$ cat src/rtl/id_stage.sv
// -----------------------------------------------------------------------------
// id_stage -- instruction-decode stage of the 8-bit pipeline.
//
// Decodes the fetched 16-bit instruction, drives the register-file read
// addresses, resolves operands (forwarding from MEM and WB), detects load-use
// and producer hazards, and latches the ID/EX pipeline register.
//
// Build option: define FORWARD_EN to enable EX/MEM -> ID forwarding.  Without
// it, any pending producer in EX or MEM stalls the dependent instruction; the
// WB same-cycle bypass is kept in both builds.
//
// Ports:
//   clk, reset            clock, asynchronous active-high reset
//   if_valid, instr       fetched instruction and its valid flag
//   if_stall              combinational: fetch must hold instr this cycle
//   flush                 discard the instruction in ID (taken branch)
//   ex_hold               execute cannot accept; freeze ID/EX
//   rf_rs, rf_rt          register-file read addresses (combinational)
//   rf_read1, rf_read2    register-file read data
//   mem_*                 EX/MEM producer info (write enable, load, dest, data)
//   wb_*                  write-back producer info
//   ex_*                  ID/EX pipeline register outputs
//   illegal_instr         one-cycle registered pulse on an illegal opcode
// -----------------------------------------------------------------------------
module id_stage #(
    parameter int INSTR_W = 16,
    parameter int DATA_W  = 8
) (
    input  logic               clk,
    input  logic               reset,
    input  logic               if_valid,
    input  logic [INSTR_W-1:0] instr,
    output logic               if_stall,
    input  logic               flush,
    input  logic               ex_hold,
    output logic [1:0]         rf_rs,
    output logic [1:0]         rf_rt,
    input  logic [DATA_W-1:0]  rf_read1,
    input  logic [DATA_W-1:0]  rf_read2,
    input  logic               mem_wr_en,
    input  logic               mem_is_load,
    input  logic [1:0]         mem_rd,
    input  logic [DATA_W-1:0]  mem_result,
    input  logic               wb_wr_en,
    input  logic [1:0]         wb_rd,
    input  logic [DATA_W-1:0]  wb_data,
    output logic               ex_valid,
    output logic [2:0]         ex_alu_op,
    output logic [DATA_W-1:0]  ex_a,
    output logic [DATA_W-1:0]  ex_b,
    output logic [DATA_W-1:0]  ex_store_data,
    output logic [1:0]         ex_rd,
    output logic               ex_wr_en,
    output logic               ex_mem_rd,
    output logic               ex_mem_wr,
    output logic               illegal_instr
);

    localparam logic [3:0] OP_NOP  = 4'd0;
    localparam logic [3:0] OP_ADDI = 4'd6;
    localparam logic [3:0] OP_LD   = 4'd7;
    localparam logic [3:0] OP_ST   = 4'd8;
    localparam logic [2:0] ALU_ADD = 3'd0;

    // What the ID/EX register does on the next edge.
    typedef enum logic [1:0] {
        UPD_BUBBLE = 2'd0,
        UPD_HOLD   = 2'd1,
        UPD_LATCH  = 2'd2
    } upd_e;

    logic [3:0]        op;
    logic [1:0]        rd_f;
    logic [1:0]        rs_f;
    logic [1:0]        src_b;
    logic [DATA_W-1:0] imm;
    logic              dec_legal;
    logic              dec_nop;
    logic              use_a;
    logic              use_b;
    logic              b_is_imm;
    logic [2:0]        dec_alu;
    logic              dec_wr;
    logic              dec_ld;
    logic              dec_st;
    logic [DATA_W-1:0] opnd_a;
    logic [DATA_W-1:0] opnd_b;
    logic              hazard;
    upd_e              upd;
    logic              next_illegal;

    // Operand value for a source register, nearest producer first.
    function automatic logic [DATA_W-1:0] resolve(
        input logic [1:0]        src,
        input logic [DATA_W-1:0] rf_val
    );
        logic [DATA_W-1:0] val;
        val = rf_val;
        if (wb_wr_en && (wb_rd == src)) begin
            val = wb_data;
        end else begin
            val = rf_val;
        end
`ifdef FORWARD_EN
        if (mem_wr_en && !mem_is_load && (mem_rd == src)) begin
            val = mem_result;
        end else begin
            val = val;
        end
`endif
        return val;
    endfunction

    // True when a source cannot be supplied this cycle and ID must stall.
    function automatic logic blocked(input logic [1:0] src);
        logic blk;
        blk = (ex_valid && ex_mem_rd && (ex_rd == src)) ||
              (mem_wr_en && mem_is_load && (mem_rd == src));
`ifndef FORWARD_EN
        // Without MEM forwarding every in-flight producer in EX or MEM blocks.
        blk = blk || (ex_valid && ex_wr_en && (ex_rd == src)) ||
                     (mem_wr_en && (mem_rd == src));
`endif
        return blk;
    endfunction

`ifndef FORWARD_EN
    // mem_result is only consumed by the forwarding path.
    logic unused_mem_result;
    assign unused_mem_result = ^mem_result;
`endif

    // Field extraction and opcode decode.
    always_comb begin
        op        = instr[15:12];
        rd_f      = instr[11:10];
        rs_f      = instr[9:8];
        imm       = DATA_W'(instr[7:0]);
        dec_legal = 1'b1;
        dec_nop   = 1'b0;
        use_a     = 1'b0;
        use_b     = 1'b0;
        b_is_imm  = 1'b0;
        dec_alu   = ALU_ADD;
        dec_wr    = 1'b0;
        dec_ld    = 1'b0;
        dec_st    = 1'b0;
        case (op)
            OP_NOP: begin
                dec_nop = 1'b1;
            end
            4'd1, 4'd2, 4'd3, 4'd4, 4'd5: begin
                use_a   = 1'b1;
                use_b   = 1'b1;
                dec_alu = op[2:0] - 3'd1;
                dec_wr  = 1'b1;
            end
            OP_ADDI: begin
                use_a    = 1'b1;
                b_is_imm = 1'b1;
                dec_wr   = 1'b1;
            end
            OP_LD: begin
                use_a    = 1'b1;
                b_is_imm = 1'b1;
                dec_wr   = 1'b1;
                dec_ld   = 1'b1;
            end
            OP_ST: begin
                // Second source is the rd field: it carries the store data.
                use_a    = 1'b1;
                use_b    = 1'b1;
                b_is_imm = 1'b1;
                dec_st   = 1'b1;
            end
            default: begin
                dec_legal = 1'b0;
            end
        endcase
        // The second read port serves rt, or the store-data register for ST.
        if (op == OP_ST) begin
            src_b = rd_f;
        end else begin
            src_b = instr[7:6];
        end
    end

    assign rf_rs = rs_f;
    assign rf_rt = src_b;

    // Operand resolution and hazard detection.
    always_comb begin
        opnd_a   = resolve(rs_f, rf_read1);
        opnd_b   = resolve(src_b, rf_read2);
        hazard   = (use_a && blocked(rs_f)) || (use_b && blocked(src_b));
        if_stall = !flush && (ex_hold || (if_valid && hazard));
    end

    // Per-edge update priority for the ID/EX register.
    always_comb begin
        next_illegal = 1'b0;
        if (flush) begin
            upd = UPD_BUBBLE;
        end else if (ex_hold) begin
            upd = UPD_HOLD;
        end else if (if_valid && hazard) begin
            upd = UPD_BUBBLE;
        end else if (!if_valid || !dec_legal || dec_nop) begin
            upd          = UPD_BUBBLE;
            next_illegal = if_valid && !dec_legal;
        end else begin
            upd = UPD_LATCH;
        end
    end

    // ID/EX pipeline register.
    always_ff @(posedge clk or posedge reset) begin
        if (reset) begin
            ex_valid      <= 1'b0;
            ex_alu_op     <= 3'd0;
            ex_a          <= '0;
            ex_b          <= '0;
            ex_store_data <= '0;
            ex_rd         <= 2'd0;
            ex_wr_en      <= 1'b0;
            ex_mem_rd     <= 1'b0;
            ex_mem_wr     <= 1'b0;
            illegal_instr <= 1'b0;
        end else begin
            illegal_instr <= next_illegal;
            case (upd)
                UPD_LATCH: begin
                    ex_valid      <= 1'b1;
                    ex_alu_op     <= dec_alu;
                    ex_a          <= opnd_a;
                    ex_b          <= b_is_imm ? imm : opnd_b;
                    ex_store_data <= dec_st ? opnd_b : '0;
                    ex_rd         <= rd_f;
                    ex_wr_en      <= dec_wr;
                    ex_mem_rd     <= dec_ld;
                    ex_mem_wr     <= dec_st;
                end
                UPD_HOLD: begin
                    ex_valid      <= ex_valid;
                    ex_alu_op     <= ex_alu_op;
                    ex_a          <= ex_a;
                    ex_b          <= ex_b;
                    ex_store_data <= ex_store_data;
                    ex_rd         <= ex_rd;
                    ex_wr_en      <= ex_wr_en;
                    ex_mem_rd     <= ex_mem_rd;
                    ex_mem_wr     <= ex_mem_wr;
                end
                default: begin
                    ex_valid      <= 1'b0;
                    ex_alu_op     <= 3'd0;
                    ex_a          <= '0;
                    ex_b          <= '0;
                    ex_store_data <= '0;
                    ex_rd         <= 2'd0;
                    ex_wr_en      <= 1'b0;
                    ex_mem_rd     <= 1'b0;
                    ex_mem_wr     <= 1'b0;
                end
            endcase
        end
    end

endmodule

$ cat config.mk
export PLATFORM = sky130hd
export DESIGN_NAME = id_stage
export DESIGN_NICKNAME = d
export VERILOG_FILES = /design/src/rtl/id_stage.sv
export SDC_FILE = /design/constraint.sdc
export NUM_CORES = 1
export LEC_CHECK = 0
export ABC_CLOCK_PERIOD_IN_PS = 3700
export CELL_PAD_IN_SITES_DETAIL_PLACEMENT = 1
export CELL_PAD_IN_SITES_GLOBAL_PLACEMENT = 2
export CORE_MARGIN = 2
export CORE_UTILIZATION = 26
export DETAILED_ROUTE_END_ITERATION = 6
export GPL_ROUTABILITY_DRIVEN = 0
export MAX_ROUTING_LAYER = met4
export PLACE_DENSITY_LB_ADDON = 0.08
export SYNTH_ARGS = -nofsm -noshare
export SYNTH_HDL_FRONTEND = slang
export SYNTH_SLANG_ARGS = --single-unit
$ cat constraint.sdc
create_clock -name clk -period 3.7 [get_ports clk]
set_input_delay 0.555 -clock clk [delete_from_list [all_inputs] [get_ports clk]]
set_output_delay 0.555 -clock clk [all_outputs]
set_load 0.005 [all_outputs]
Word level (Yosys, flattened, before mapping)
Cells that the tools add are included.
{ "classes": {"n_reduce_logical": 38, "eq_ne": 16, "add_sub_neg": 1, "n_mux": 31} }
{ "op_table": {"columns": ["op", "n"], "rows": [
  ["8-bit case mux with 2 select lines", 3],
  ["8-bit 2-to-1 mux", 4],
  ["1-bit logical AND", 18],
  ["4-bit by 3-bit == test with 1-bit output (second input constant)", 4],
  ["2-bit == test", 6],
  ["1-bit 2-to-1 mux", 12],
  ["1-bit logical OR", 10],
  ["2-bit 2-to-1 mux", 5],
  ["9-bit OR reduction", 1],
  ["4-bit by 2-bit == test with 1-bit output (second input constant)", 2],
  ["1-bit case mux with 2 select lines", 4],
  ["8-bit OR reduction", 1],
  ["7-bit OR reduction", 1],
  ["3-bit case mux with 2 select lines", 1],
  ["6-bit OR reduction", 1],
  ["5-bit OR reduction", 1],
  ["4-bit by 1-bit == test with 1-bit output (second input constant)", 1],
  ["4-bit == test (second input constant)", 1],
  ["4-bit logical NOT", 1],
  ["2-bit case mux with 2 select lines", 1],
  ["1-bit logical NOT", 3],
  ["3-bit 2-to-1 mux", 1],
  ["3-bit OR reduction", 1],
  ["3-bit by 1-bit subtractor with 3-bit output (second input constant)", 1],
  ["other kinds (2)", 2]
]} }
{ "totals": {"output_inout_bits": 39, "input_bits": 60, "ff_bits": 34, "word_cells": 96} }

Longest topological paths before layout
Gate-level depths: netlist (run 1).
{ "logic_depth": {"ltp_word": 15, "mapped_depth": 10, "ltp_nobuf": 8} }

Least setup slack after synthesis (run 1)
No wires, ideal clock.
{ "synth_timing": {"path_kind": "input port to output port", "from": "in instr[12]", "to": "out if_stall", "path_buffers": 1, "path_slack_ns": 1.056, "t_required_ns": 3.145, "t_arrival_ns": 2.089, "path_stages": 9, "cell_sequence": "inv_1 > ha_1 > and3b_1 > buf_6 > mux2i_4 > xnor2_2 > o311ai_4 > a21oi_1 > nor2_1"} }
{ "synth_between": {"elab_chain_cells": 12, "elab_cells_between_ends": 28, "cone_classes": "eq/ne: 10; mux: 3; reduce/logical: 15"} }
{ "synth_rtl": {"columns": ["item", "line", "source"], "rows": [
  ["start: declaration", "32", "input logic [INSTR_W-1:0] instr,"],
  ["4-bit == test", "148, 181", null],
  ["2-bit 2-to-1 mux", "181", "if (op == OP_ST) begin"],
  ["2-bit == test, on equally long branches", null, null],
  ["1-bit logical AND, on equally long branches", "117, 118", null],
  ["1-bit logical OR", "117", "blk = (ex_valid && ex_mem_rd && (ex_rd == src)) ||"],
  ["1-bit logical OR (2 in a row)", "121", "blk = blk || (ex_valid && ex_wr_en && (ex_rd == src)) ||"],
  ["1-bit logical AND", "195", "hazard = (use_a && blocked(rs_f)) || (use_b && blocked(src_b));"],
  ["1-bit logical OR *", "195", null],
  ["1-bit logical AND *", "196", "if_stall = !flush && (ex_hold || (if_valid && hazard));"],
  ["1-bit logical OR *", "196", null],
  ["1-bit logical AND *", "196", null],
  ["end: declaration", "33", "output logic if_stall,"]
]} }
Every way passes the cells marked *; elsewhere a longest branch is shown, timed or not.

Worst setup path in the final report (run 1)
Ends and elaborated chain as after synthesis.

==> summary.md, run 1 <==
| Metric | Value |
|---|---|
| Status | `complete, no violations` |
| Arr. time, crit path | `2960 ps` |
| Post-Synth XOR/XNOR Area | `6.13%` |
| Pleak | `0.00141 uW` |
| Synth Flop Type | `dfrtp_1` |
| # H-tree levels | `2` |
| Sequential share of power | `42.1%` |
| Syn avg cell area | `10.6 um^2` |
| Chip height | `between 90 and 100 um` |
| Clk buf depth | `2` |
| Final Critical Period | `roughly 3500 ps` |
| Final ANT Viol Nets | `0` |
| Area Growth Syn to Fin | `54.1%` |
| Pint | `651 uW` |
| Synth warn | `0` |
| Sequential area share after synthesis | `39.7%` |
| CTS tree | `yes` |
| Reg clk slew, reported paths | `70 ps` |
| CTS Sinks | `34` |
| CP dominant cell by count | `clkdlybuf4s50_1` |
| Seq cells post-synth | `34` |
| Vias per inst | `about 4.8` |
| Full die area | `8990 um^2` |
| Via Count | `1,972` |
| Startpoint types | `input port` |
| Clk root buf | `clkbuf_8` |
| Die width | `94.8 um` |
| Cell at the slowest stage of the critical path | `clkdlybuf4s50_1` |
| Layout cells sized above 1 | `between 10% and 20%` |
| Largest family of logic cells by synthesized area | `compound AO/OA/AOI/OAI gates` |
| Residual DRC | `0` |
| I/O Pins | `99` |
| Clk Latency, worst-skew pair | `290 ps` |
| Worst-margin pin slew | `1000 ps` |
| Kind of critical path | `in2out` |
| Fin Hold WS | `488 ps` |
| Max_slew headroom | `33.1%` |
| Fill count | `roughly 930` |
| DR pass1 iterations | `4` |
| Routed len/inst | `17.3 um` |
| Drt total wl | `7.09 mm` |
| Worst Setup End Kind | `output pin` |
| Clk network pwr share | `33.1%` |
| Crit-path cells | `clkdlybuf4s50_1, inv_2, ha_1, buf_4, nand3b_4, mux2i_4, xnor2_2, o311ai_4, a21oi_1, nor2_1, clkdlybuf4s50_1` |
| Sw power | `~260 uW` |
| Final hold vios | `0` |
| Non-Filler Instances | `409` |
| Class of the worst hold path | `reg2reg` |
| Simple-gate area share of the yosys netlist | `14.8%` |
| Syn Inst Count | `roughly 200` |
| Placed Area | `3190 um^2` |
| Post-Syn Area | `about 2100 um^2` |
| Worst vdd ir | `0.116 mV` |
| Hpwl dp | `~5.2 mm` |
| Slowest cell delay on critical path | `530 ps` |
| Inserted Clock Buffers | `5` |
| Cell area after layout | `3300 um^2` |
| Pwr Density | `275 nW/um^2` |
| Grt ovf | `0` |
| Fin Clk Skew | `between 8 and 9 ps` |
| # placed instances | `roughly 400` |
| Nets | `368` |
| Post-Route Setup TNS | `0 ps` |
| Row cnt | `33` |
| Sw Share | `between 20% and 30%` |
| WP data required | `3140 ps` |
| Max Clk Rate | `~280 MHz` |
| Core area | `8090 um^2` |
| Synth Area in Adders | `approximately 3%` |
| Multiplexer area fraction after synthesis | `about 6.8%` |
| Max Slew Vio Count | `0` |
| Initial antenna violation count | `0` |
| Ys async rst share | `100%` |
| Antenna fix cells | `0` |
| Commonest non-fill, non-tap cell in the layout | `clkdlybuf4s50_1` |
| Most frequent cells in the layout | `clkdlybuf4s50_1, dfrtp_1, a22o_1` |
| Worst-path maximum fanout | `4` |
| DRT iter0 DRCs | `67` |
| GRT Total Usage | `17.0%` |
| Setup violators final | `0` |
| Initial Util | `26.5%` |
| Compound-Gate Fraction of Synth Area | `24.1%` |
| Fin crit share | `95.1%` |
| Count of input and output buffers | `a little under 90` |
| Max_cap viols | `0` |
| Synth cell types | `44` |
| Pin count of the biggest net entering global routing | `35` |
| Number of synthesized flops with an enable pin | `0` |
| Comb pwr share | `24.8%` |
| First-pass GRT wire length | `11.4 mm` |
| Synth Net Count | `268` |
| Vias in the first global route | `2,141` |
## worst paths after layout
path                            from        end  slack (ps)  cells past startpoint
max in group asynchronous      reset    ex_a[1]        2670                      3
hold / removal             ex_mem_wr  ex_mem_wr         490                      1
setup reg to reg            ex_wr_en    ex_b[2]        1160                      8
min in group asynchronous      reset    ex_a[7]         670                      3
hold reg to reg            ex_mem_wr  ex_mem_wr         490                      1
setup / recovery           instr[12]   if_stall         180                     11
## Yosys cell counts (all sizes together) (2+ instances only)
| master | n | share of area [%] |
|---|---|---|
| xnor2 | 6 | 2.8 |
| a32o | 11 | 5.1 |
| nand3 | 13 | 3.0 |
| nor2b | 6 | 1.8 |
| buf | 7 | 2.8 |
| nand4 | 4 | 1.2 |
| mux2 | 8 | 4.2 |
| dfrtp | 34 | 40 |
| nor2 | 9 | 1.6 |
| a22o | 20 | 8.2 |
| mux2i | 3 | 2.6 |
| clkbuf | 3 | 0.53 |
| o211ai | 7 | 2.5 |
| nor3 | 2 | 0.47 |
| or2 | 3 | 0.88 |
| ha | 5 | 2.9 |
| o21ai | 11 | 2.6 |
| nand2b | 8 | 2.3 |
| a21o | 2 | 0.70 |
| a21oi | 4 | 1.5 |
| a31oi | 2 | 0.58 |
| inv | 13 | 2.3 |
| xor2 | 6 | 3.3 |
| nand2 | 5 | 0.88 |
## what timing repair did
item | CTS | global route
buffers inserted | 0 | 2
gates resized for setup | 0 | 3
setup endpoints to repair | 0 | 1
hold buffers | 0 | 0
## cell type report
| class | instances | area, um^2 | share of cell area (%) |
|---|---|---|---|
| clock buffers | 7 | 86.3 | 2.61 |
| well taps | 105 | 131 | 3.98 |
| flip-flops and latches | 34 | 851 | 25.8 |
| multi-input cells | 146 | 1180 | 35.8 |
| clock inverters | 1 | 5.00 | 0.152 |
| inverters | 13 | 48.8 | 1.48 |
| repair buffers | 103 | 996 | 30.2 |
## power by group through the flow
stage | sequential (uW) | combinational [uW] | clock, uW
floorplan | 389 | 105 | 0
global placement | 389 | 224 | 0
detailed placement | 389 | 225 | 0
CTS | 382 | 226 | 315
global route | 383 | 249 | 326
finish | 382 | 225 | 300
## through the flow
step / setup slack [ps] / util [%] / total power (uW)
2_1_floorplan: 1060 / - / 495
3_3_place_gp: 77.6 / 39.4 / 613
6_report: 181 / 40.8 / 907
4_1_cts: 48.6 / 40.5 / 923
3_5_place_dp: 51.2 / 39.4 / 614
5_1_grt: -15.8 / 40.8 / 957
## worst max-delay path: cells and delay by family
family	cells	cell delay (ps)
AOI/OAI and AO/OA	2	380
adders and majority gates	1	210
xor gates and xnor gates	1	110
buffers and inverters	4	1270
muxes	1	260
and+or+nand+nor	2	180
## state kept, by name, indices dropped and copies added, names as in the netlist
signal / count
ex_a: 8
ex_b: 8
ex_store_data: 8
ex_alu_op: 3
ex_rd: 2
ex_mem_rd: 1
ex_mem_wr: 1
ex_valid: 1
ex_wr_en: 1
illegal_instr: 1
## logic make-up after synthesis
| group | count (synthesis) |
|---|---|
| buffers and inverters | 23 |
| DFF | 34 |
| and+or+nand+nor | 56 |
| xor gates and xnor gates | 12 |
| adders and majority gates | 5 |
| muxes | 11 |
| AOI/OAI and AO/OA | 62 |
## per-layer routing
layer | part of all wire, % | up-vias | GRT usage (%)
met4 | 0.79 | 0 | 3.26
li1 | - | 945 | -
met1 | 47 | 965 | 22.9
met2 | 46 | 55 | 26.5
met5 | 0 | - | -
met3 | 5.4 | 7 | 3.83
(Power assumes the default switching activity.)
==> run 2, diff against run 1 <==
--- a/config.mk
+++ b/config.mk
@@ -5,14 +5,14 @@
 export SDC_FILE = /design/constraint.sdc
 export NUM_CORES = 1
 export LEC_CHECK = 0
-export ABC_CLOCK_PERIOD_IN_PS = 3700
+export ABC_CLOCK_PERIOD_IN_PS = 3490
 export CELL_PAD_IN_SITES_DETAIL_PLACEMENT = 1
 export CELL_PAD_IN_SITES_GLOBAL_PLACEMENT = 2
 export CORE_MARGIN = 2
-export CORE_UTILIZATION = 26
+export CORE_UTILIZATION = 24
+export CTS_CLUSTER_DIAMETER = 30
 export DETAILED_ROUTE_END_ITERATION = 6
 export GPL_ROUTABILITY_DRIVEN = 0
-export MAX_ROUTING_LAYER = met4
 export PLACE_DENSITY_LB_ADDON = 0.08
 export SYNTH_ARGS = -nofsm -noshare
 export SYNTH_HDL_FRONTEND = slang
==> constraint.sdc (replaced) <==
create_clock -name clk -period 3.49 [get_ports clk]
set_input_delay 0.5235 -clock clk [delete_from_list [all_inputs] [get_ports clk]]
set_output_delay 0.5235 -clock clk [all_outputs]
set_load 0.005 [all_outputs]
==> summary.md, run 2 (synthesized netlist as in run 1, its figures left out) <==
| Metric | Value |
|---|---|
| Fin crit share | `90.2%` |
| Max_slew headroom | `34.0%` |
| Crit-path cells | `clkdlybuf4s50_1, buf_4, ha_1, or3_1, or2_0, a21oi_1, o22ai_2, a21oi_1, nor2_1, dlymetal6s2s_1` |
| # H-tree levels | `2` |
| Via Count | `2,016` |
| Arr. time, crit path | `approximately 2600 ps` |
| # placed instances | `411` |
| Area Growth Syn to Fin | `57.7%` |
| Setup violators final | `0` |
| Pwr Density | `301 nW/um^2` |
| Pint | `between 700 and 800 uW` |
| Largest regs | `ex_a (8), ex_b (8), ex_store_data (8)` |
| Reg clk slew, reported paths | `roughly 70 ps` |
| Pin count of the biggest net entering global routing | `35` |
| Most frequent cells in the layout | `clkdlybuf4s50_1, dfrtp_1, a22o_1, buf_4` |
| Max Clk Rate | `roughly 320 MHz` |
| Sw Share | `around a quarter` |
| Clk network pwr share | `36.1%` |
| Final hold vios | `0` |
| Max Slew Vio Count | `0` |
| Commonest non-fill, non-tap cell in the layout | `clkdlybuf4s50_1` |
| Vias in the first global route | `~2,200` |
| I/O Pins | `about 100` |
| Drt total wl | `just over 7 mm` |
| Comb pwr share | `between 20% and 30%` |
| Chip height | `98.5 um` |
| PnR Total Power | `1020 uW` |
| Clk Latency, worst-skew pair | `290 ps` |
| Core area | `8680 um^2` |
| CTS tree | `yes` |
| DR pass1 iterations | `4` |
| Full die area | `~9700 um^2` |
| PnR worst setup slack | `342 ps` |
| Clk buf depth | `2` |
| Residual DRC | `0` |
| Pre-CTS WS | `0.979 ps` |
| Post-Route Setup TNS | `0 ps` |
| Nets | `375` |
| Kind of critical path | `in2out` |
| Routed len/inst | `17.2 um` |
| Final ANT Viol Nets | `0` |
| Sequential share of power | `39.8%` |
| Initial Util | `24.7%` |
| Slowest cell delay on critical path | `between 400 and 500 ps` |
| Initial antenna violation count | `0` |
| Sw power | `267 uW` |
| Worst-path maximum fanout | `2` |
| Antenna fix cells | `0` |
| Status | `complete, no violations` |
| CTS Sinks | `34` |
| Max_cap viols | `0` |
| Count of input and output buffers | `89` |
| GRT Total Usage | `between 10% and 20%` |
| Startpoint types | `input port` |
| Grt ovf | `0` |
| Cell at the slowest stage of the critical path | `clkdlybuf4s50_1` |
| Setup Buffers After CTS | `0` |
| RSZ-0062 raised after global routing | `false` |
| Hpwl dp | `5.46 mm` |
| Inserted Clock Buffers | `5` |
| Fin Clk Skew | `5.40 ps` |
| DRT iter0 DRCs | `59` |
| Reg-to-reg setup timing slack | `900 ps` |
| Worst-margin pin slew | `between 900 and 1000 ps` |
| CP dominant cell by count | `a21oi_1` |
| Row cnt | `34` |
| Non-Filler Instances | `about 420` |
| Class of the worst hold path | `reg2reg` |
| Final Critical Period | `around 3100 ps` |
| Worst Setup End Kind | `output pin` |
| Pleak | `0.00147 uW` |
| Vias per inst | `4.81` |
| Clk root buf | `clkbuf_8` |
| First-pass GRT wire length | `11.8 mm` |
| Die width | `98.5 um` |
| Worst vdd ir | `about 0.13 mV` |
| WP data required | `about 3000 ps` |
| Layout cells sized above 1 | `15.4%` |
==> run 2: path summary, 6_finish.rpt <==
kind,startpoint,end,cells after the start
min,ex_mem_wr,ex_mem_wr,1
min in group asynchronous,reset,ex_a[6],3
max reg2reg,ex_mem_rd,ex_store_data[1],6
max in group asynchronous,reset,ex_b[0],3
max,instr[12],if_stall,10
min reg2reg,ex_mem_wr,ex_mem_wr,1
==> run 2: power groups by stage <==
stage | clock network [uW] | logic (uW) | registers (uW)
4_1_cts | 378 | 251 | 405
2_1_floorplan | 0 | 112 | 413
6_report | 366 | 245 | 405
3_3_place_gp | 0 | 247 | 412
5_1_grt | 396 | 270 | 406
3_5_place_dp | 0 | 249 | 413
==> run 2: layout make-up <==
cell class / instances / area (um^2)
Fill cell: 1017 / 5300
Multi-Input combinational cell: 146 / 1180
Timing Repair Buffer: 110 / 1060
Sequential cell: 34 / 851
Tap cell: 108 / 135
Clock buffer: 7 / 76.3
Inverter: 13 / 48.8
Clock inverter: 1 / 30.0
==> run 2: metrics by stage <==
stage,utilization (%),hold WS [ps],cell area [um^2]
6_report,39.0,492,3380
3_3_place_gp,37.7,467,3270
3_5_place_dp,37.7,470,3270
4_1_cts,38.9,493,3380
5_1_grt,39.0,534,3380
2_1_floorplan,-,474,2140
==> run 2: timing repair <==
action	in CTS	in global routing
hold endpoints to repair	0	0
endpoints found under the setup margin	1	1
pin swaps	1	0
hold buffers	0	0
resized for setup	1	1
==> run 2: layer usage <==
layer	wire, um	global-route usage [%]
met3	343	3.33
met5	0	0
met2	3430	25.1
met1	3350	20.3
met4	78	3.48
==> run 2: worst max-delay path, delay by kind of cell <==
family                     cells  cell delay, ps
adders and majority gates      1             200
AOI/OAI and AO/OA              3             540
buffers and inverters          3             740
and+or+nand+nor                3             630
==> edit 1 (settings of run 2) <==
Set the parameter `DATA_W` to 9 (it was 8).
--- a/src/rtl/id_stage.sv
+++ b/src/rtl/id_stage.sv
@@ -25,5 +25,5 @@
 module id_stage #(
     parameter int INSTR_W = 16,
-    parameter int DATA_W  = 8
+    parameter int DATA_W  = 9
 ) (
     input  logic               clk,
Ports: changed (7 resized); port bits go from 99 to 106. The function was not compared with the original's and may differ.
==> edit 1 against run 2 <==
  * Power decreased by 1.8%
  * Clock skew increased by 0.60 ps
  * Wire length increased by 6.8%
  * Setup slack improved by 170 ps
  * Via count increased by 5.1%
  * Die area increased by 5.3%
  * Utilization increased by 0.091 points
  * Clock power decreased by 17%
  * Sequential cell count increased by 3
  * First-iteration DRC count increased by 12%
  * Area after synthesis increased by 5.5%
  * Design area increased by 6.2%
  * Critical path type unchanged
  * Largest cell class unchanged
  * Highest routed layer unchanged
==> edit 1: results (changes against run 2) <==
grt_pass1_vias: 2239  # was 2224
cp.arrival_ps: 2450  # was 2620 ps
synth_xor_area_share_pct: 6.14  # was 6.13%
first_iter_violations: 66  # was 59
wirelength_um: 7690  # was 7200 um
grt_pass1_wl_um: 12100  # was 11800 um
synth_common_cells: "dfrtp_1 (37), a22o_1 (23), inv_1 (14)"  # was dfrtp_1 (34), a22o_1 (20), inv_1 (13), nand3_1 (13), a32o_1 (11)
postSynthAreaPerCell_sq_um: 10.3  # was 10.6 sq um
avgViaCountPerCell: 4.82  # was 4.81
vias: 2118  # was 2016
fillers: 1045  # was 1017
synth_fa_ha_area_share_pct: 2.77  # was 2.92%
synth_compound_area_share_pct: 22.7  # was 24.1%
buffers: 117  # was 110
status: "finished, final reports clean"  # unchanged
intPower_mw: 0.732  # was 0.749 mW
port_buffers: 95  # was 89
grt_max_degree: 38  # was 35
yosys-mux-area-fraction_pct: 5.97  # was 6.77%
seq_cell_count: 37  # was 34
grt_usage_pct: 15.3  # was 15.2%
final-clk-cell-share_pct: 2.40  # was 3.15%
r2r_slack_ps: 1420  # was 900 ps
syn-num-nets: 288  # was 268
relSlewSlack_pct: 38.6  # was 34.0%
synth_area_leaders: "dfrtp_1 (41%), a22o_1 (8.9%), mux2_2 (4.5%), a32o_1 (4.4%), xnor2_1 (3.9%)"  # was dfrtp_1 (40%), a22o_1 (8.2%), a32o_1 (5.1%), mux2_2 (4.2%), nand3_1 (3.0%)
pwr.group.clock_mw: 0.304  # was 0.366 mW
hpwlAfterDp_um: 5800  # was 5460 um
final_area_sq_um: 3590  # was 3380 sq um
dp.cells: 431  # was 411
synth_area_sq_um: 2260  # was 2140 sq um
swShare_pct: 26.7  # was 26.3%
multi_input_cells: 152  # was 146
post-place-ws_ps: -22.6  # was 0.979 ps
wl_met2_um: 3670  # was 3430 um
p_leak_nw: 1.52  # was 1.47 nW
-- edit 1: changes by cell type after synthesis, moves of 2 or more --
cell	delta
a22o_1	+3
a31oi_1	-2
buf_2	+5
buf_6	-3
clkbuf_1	+3
dfrtp_1	+3
nor2b_1	-5
nor4_1	+2
o21ai_0	+6
o21ai_1	-6
o31ai_1	+2
xnor2_1	+5
-- edit 1: final timing paths --
kind                                  startpoint                           end
setup / recovery                       instr[12]                      if_stall
hold / removal               ex_b[7]$_DFFE_PP0P_           ex_b[7]$_DFFE_PP0P_
setup reg to reg           ex_mem_rd$_DFFE_PP0P_      ex_alu_op[0]$_DFFE_PP0P_
hold reg to reg              ex_b[7]$_DFFE_PP0P_           ex_b[7]$_DFFE_PP0P_
max in group asynchronous                  reset  ex_store_data[6]$_DFFE_PP0P_
min in group asynchronous                  reset           ex_a[7]$_DFFE_PP0P_
-- edit 1: per-layer routing --
layer  up-vias  GRT usage (%)
li1       1028              -
met1      1034           21.6
met3         2           3.61
met5         -              0
met4         0           2.81
met2        54           24.1
==> edit 2 (settings of run 2) <==
Made on the original files. Make the reset (`reset`) synchronous in one clocked block. Comments in the files are not updated.
--- a/src/rtl/id_stage.sv
+++ b/src/rtl/id_stage.sv
@@ -215,5 +215,5 @@
 
     // ID/EX pipeline register.
-    always_ff @(posedge clk or posedge reset) begin
+    always_ff @(posedge clk) begin
         if (reset) begin
             ex_valid      <= 1'b0;
Formal check against the unedited RTL: differs if reset is asserted again (counterexample within 4 cycles, from zero or initial values and one cycle with reset high); with reset held inactive, the same outputs for 10 cycles.
==> edit 2 against run 2 <==
  * Setup slack worse by 190 ps
  * Design area is 6.0% lower
  * Cell count is 1.4% higher
  * Power is 4.8% higher
  * Sequential cell count stayed put
  * Area after synthesis is 7.9% lower
  * Count of clock-buffer cells in the layout is 1 lower
  * Via count is 0.20% higher
  * Sequential share of layout area is 3.7 points lower
  * Wire length is 4.9% lower
  * Clock power is 27% higher
  * Largest power group is now clock
==> edit 2: results (changes against run 2) <==
status: "finished, final reports clean"  # unchanged
grt_pass1_vias: 2108  # was 2224
syn-num-nets: 289  # was 268
drive_gt1_share_pct: 11.3  # was 15.4%
grtUsageMet1_pct: 21.7  # was 20.3%
grt_util_met2_pct: 26.1  # was 25.1%
grt_use_met3_pct: 3.83  # was 3.33%
r2r-end: "ex_alu_op[2]$_SDFFE_PP0P_"  # was ex_store_data[1]$_DFFE_PP0P_
p_leak_nw: 1.21  # was 1.47 nW
hold_ws_ps: 453  # was 492 ps
fillers: 971  # was 1017
syn_inst: 224  # was 203
multi_input_cells: 161  # was 146
min-delay-start: "ex_a[5]$_SDFFE_PP0P_"  # was ex_mem_wr$_DFFE_PP0P_
whs_path_depth: 2  # was 1
inverters: 15  # was 13
nClkBuffers: 6  # was 7
detail_route.wl_per_cell_um: 16.1  # was 17.2 um
cp.arrival_ps: 2820  # was 2620 ps
seq_cell_count: 34  # unchanged
grt_max_degree: 33  # was 35
buffers: 102  # was 110
wl_met2_um: 3240  # was 3430 um
area_growth_pct: 61.0  # was 57.7%
fin_skew_ps: 10.1  # was 5.40 ps
fin_cells: 425  # was 419
synth_common_cells: "dfxtp_1 (34), o21ai_0 (24), a32o_1 (17)"  # was dfrtp_1 (34), a22o_1 (20), inv_1 (13), nand3_1 (13), a32o_1 (11)
avgViaCountPerCell: 4.75  # was 4.81
final-clk-cell-share_pct: 4.49  # was 3.15%
grt_usage_pct: 16.2  # was 15.2%
regToRegStartpoint: "ex_mem_rd$_SDFFE_PP0P_"  # was ex_mem_rd$_DFFE_PP0P_
wirelength_met1_um: 3220  # was 3350 um
fin_nets: 384  # was 375
hold_path_end: "ex_a[5]$_SDFFE_PP0P_"  # was ex_mem_wr$_DFFE_PP0P_
post-place-ws_ps: 43.8  # was 0.979 ps
dp.cells: 417  # was 411
first_iter_violations: 67  # was 59
place_area_sq_um: 3010  # was 3270 sq um
yosysSeqAreaShare_pct: 34.5  # was 39.7%
-- edit 2: logic make-up (layout without fill, tap and decap cells) --
kind of cell | count (synthesis) | count (layout) | synth area share [%]
xor+xnor | 10 | 10 | 5.39
flops | 34 | 34 | 34.5
simple gates | 64 | 64 | 18.5
mux | 10 | 10 | 5.71
fa+ha+maj | 5 | 5 | 3.17
buf+inv | 29 | 125 | 7.42
compound gates | 72 | 72 | 25.3
-- edit 2: worst max-delay path: stages --
cell,delay [ps]
clkdlybuf4s50_1,510
inv_2,70
buf_4,130
ha_1,200
nor2_1,230
a21oi_1,120
or2_2,320
inv_1,60
o21a_1,120
o21ai_0,70
clkdlybuf4s50_1,450
-- edit 2: where the power goes --
group	internal (mW)	switching (mW)	total (mW)
logic	0.112	0.0975	0.209
clock network	0.305	0.159	0.464
registers	0.390	0.00139	0.391
total	0.807	0.258	1.07
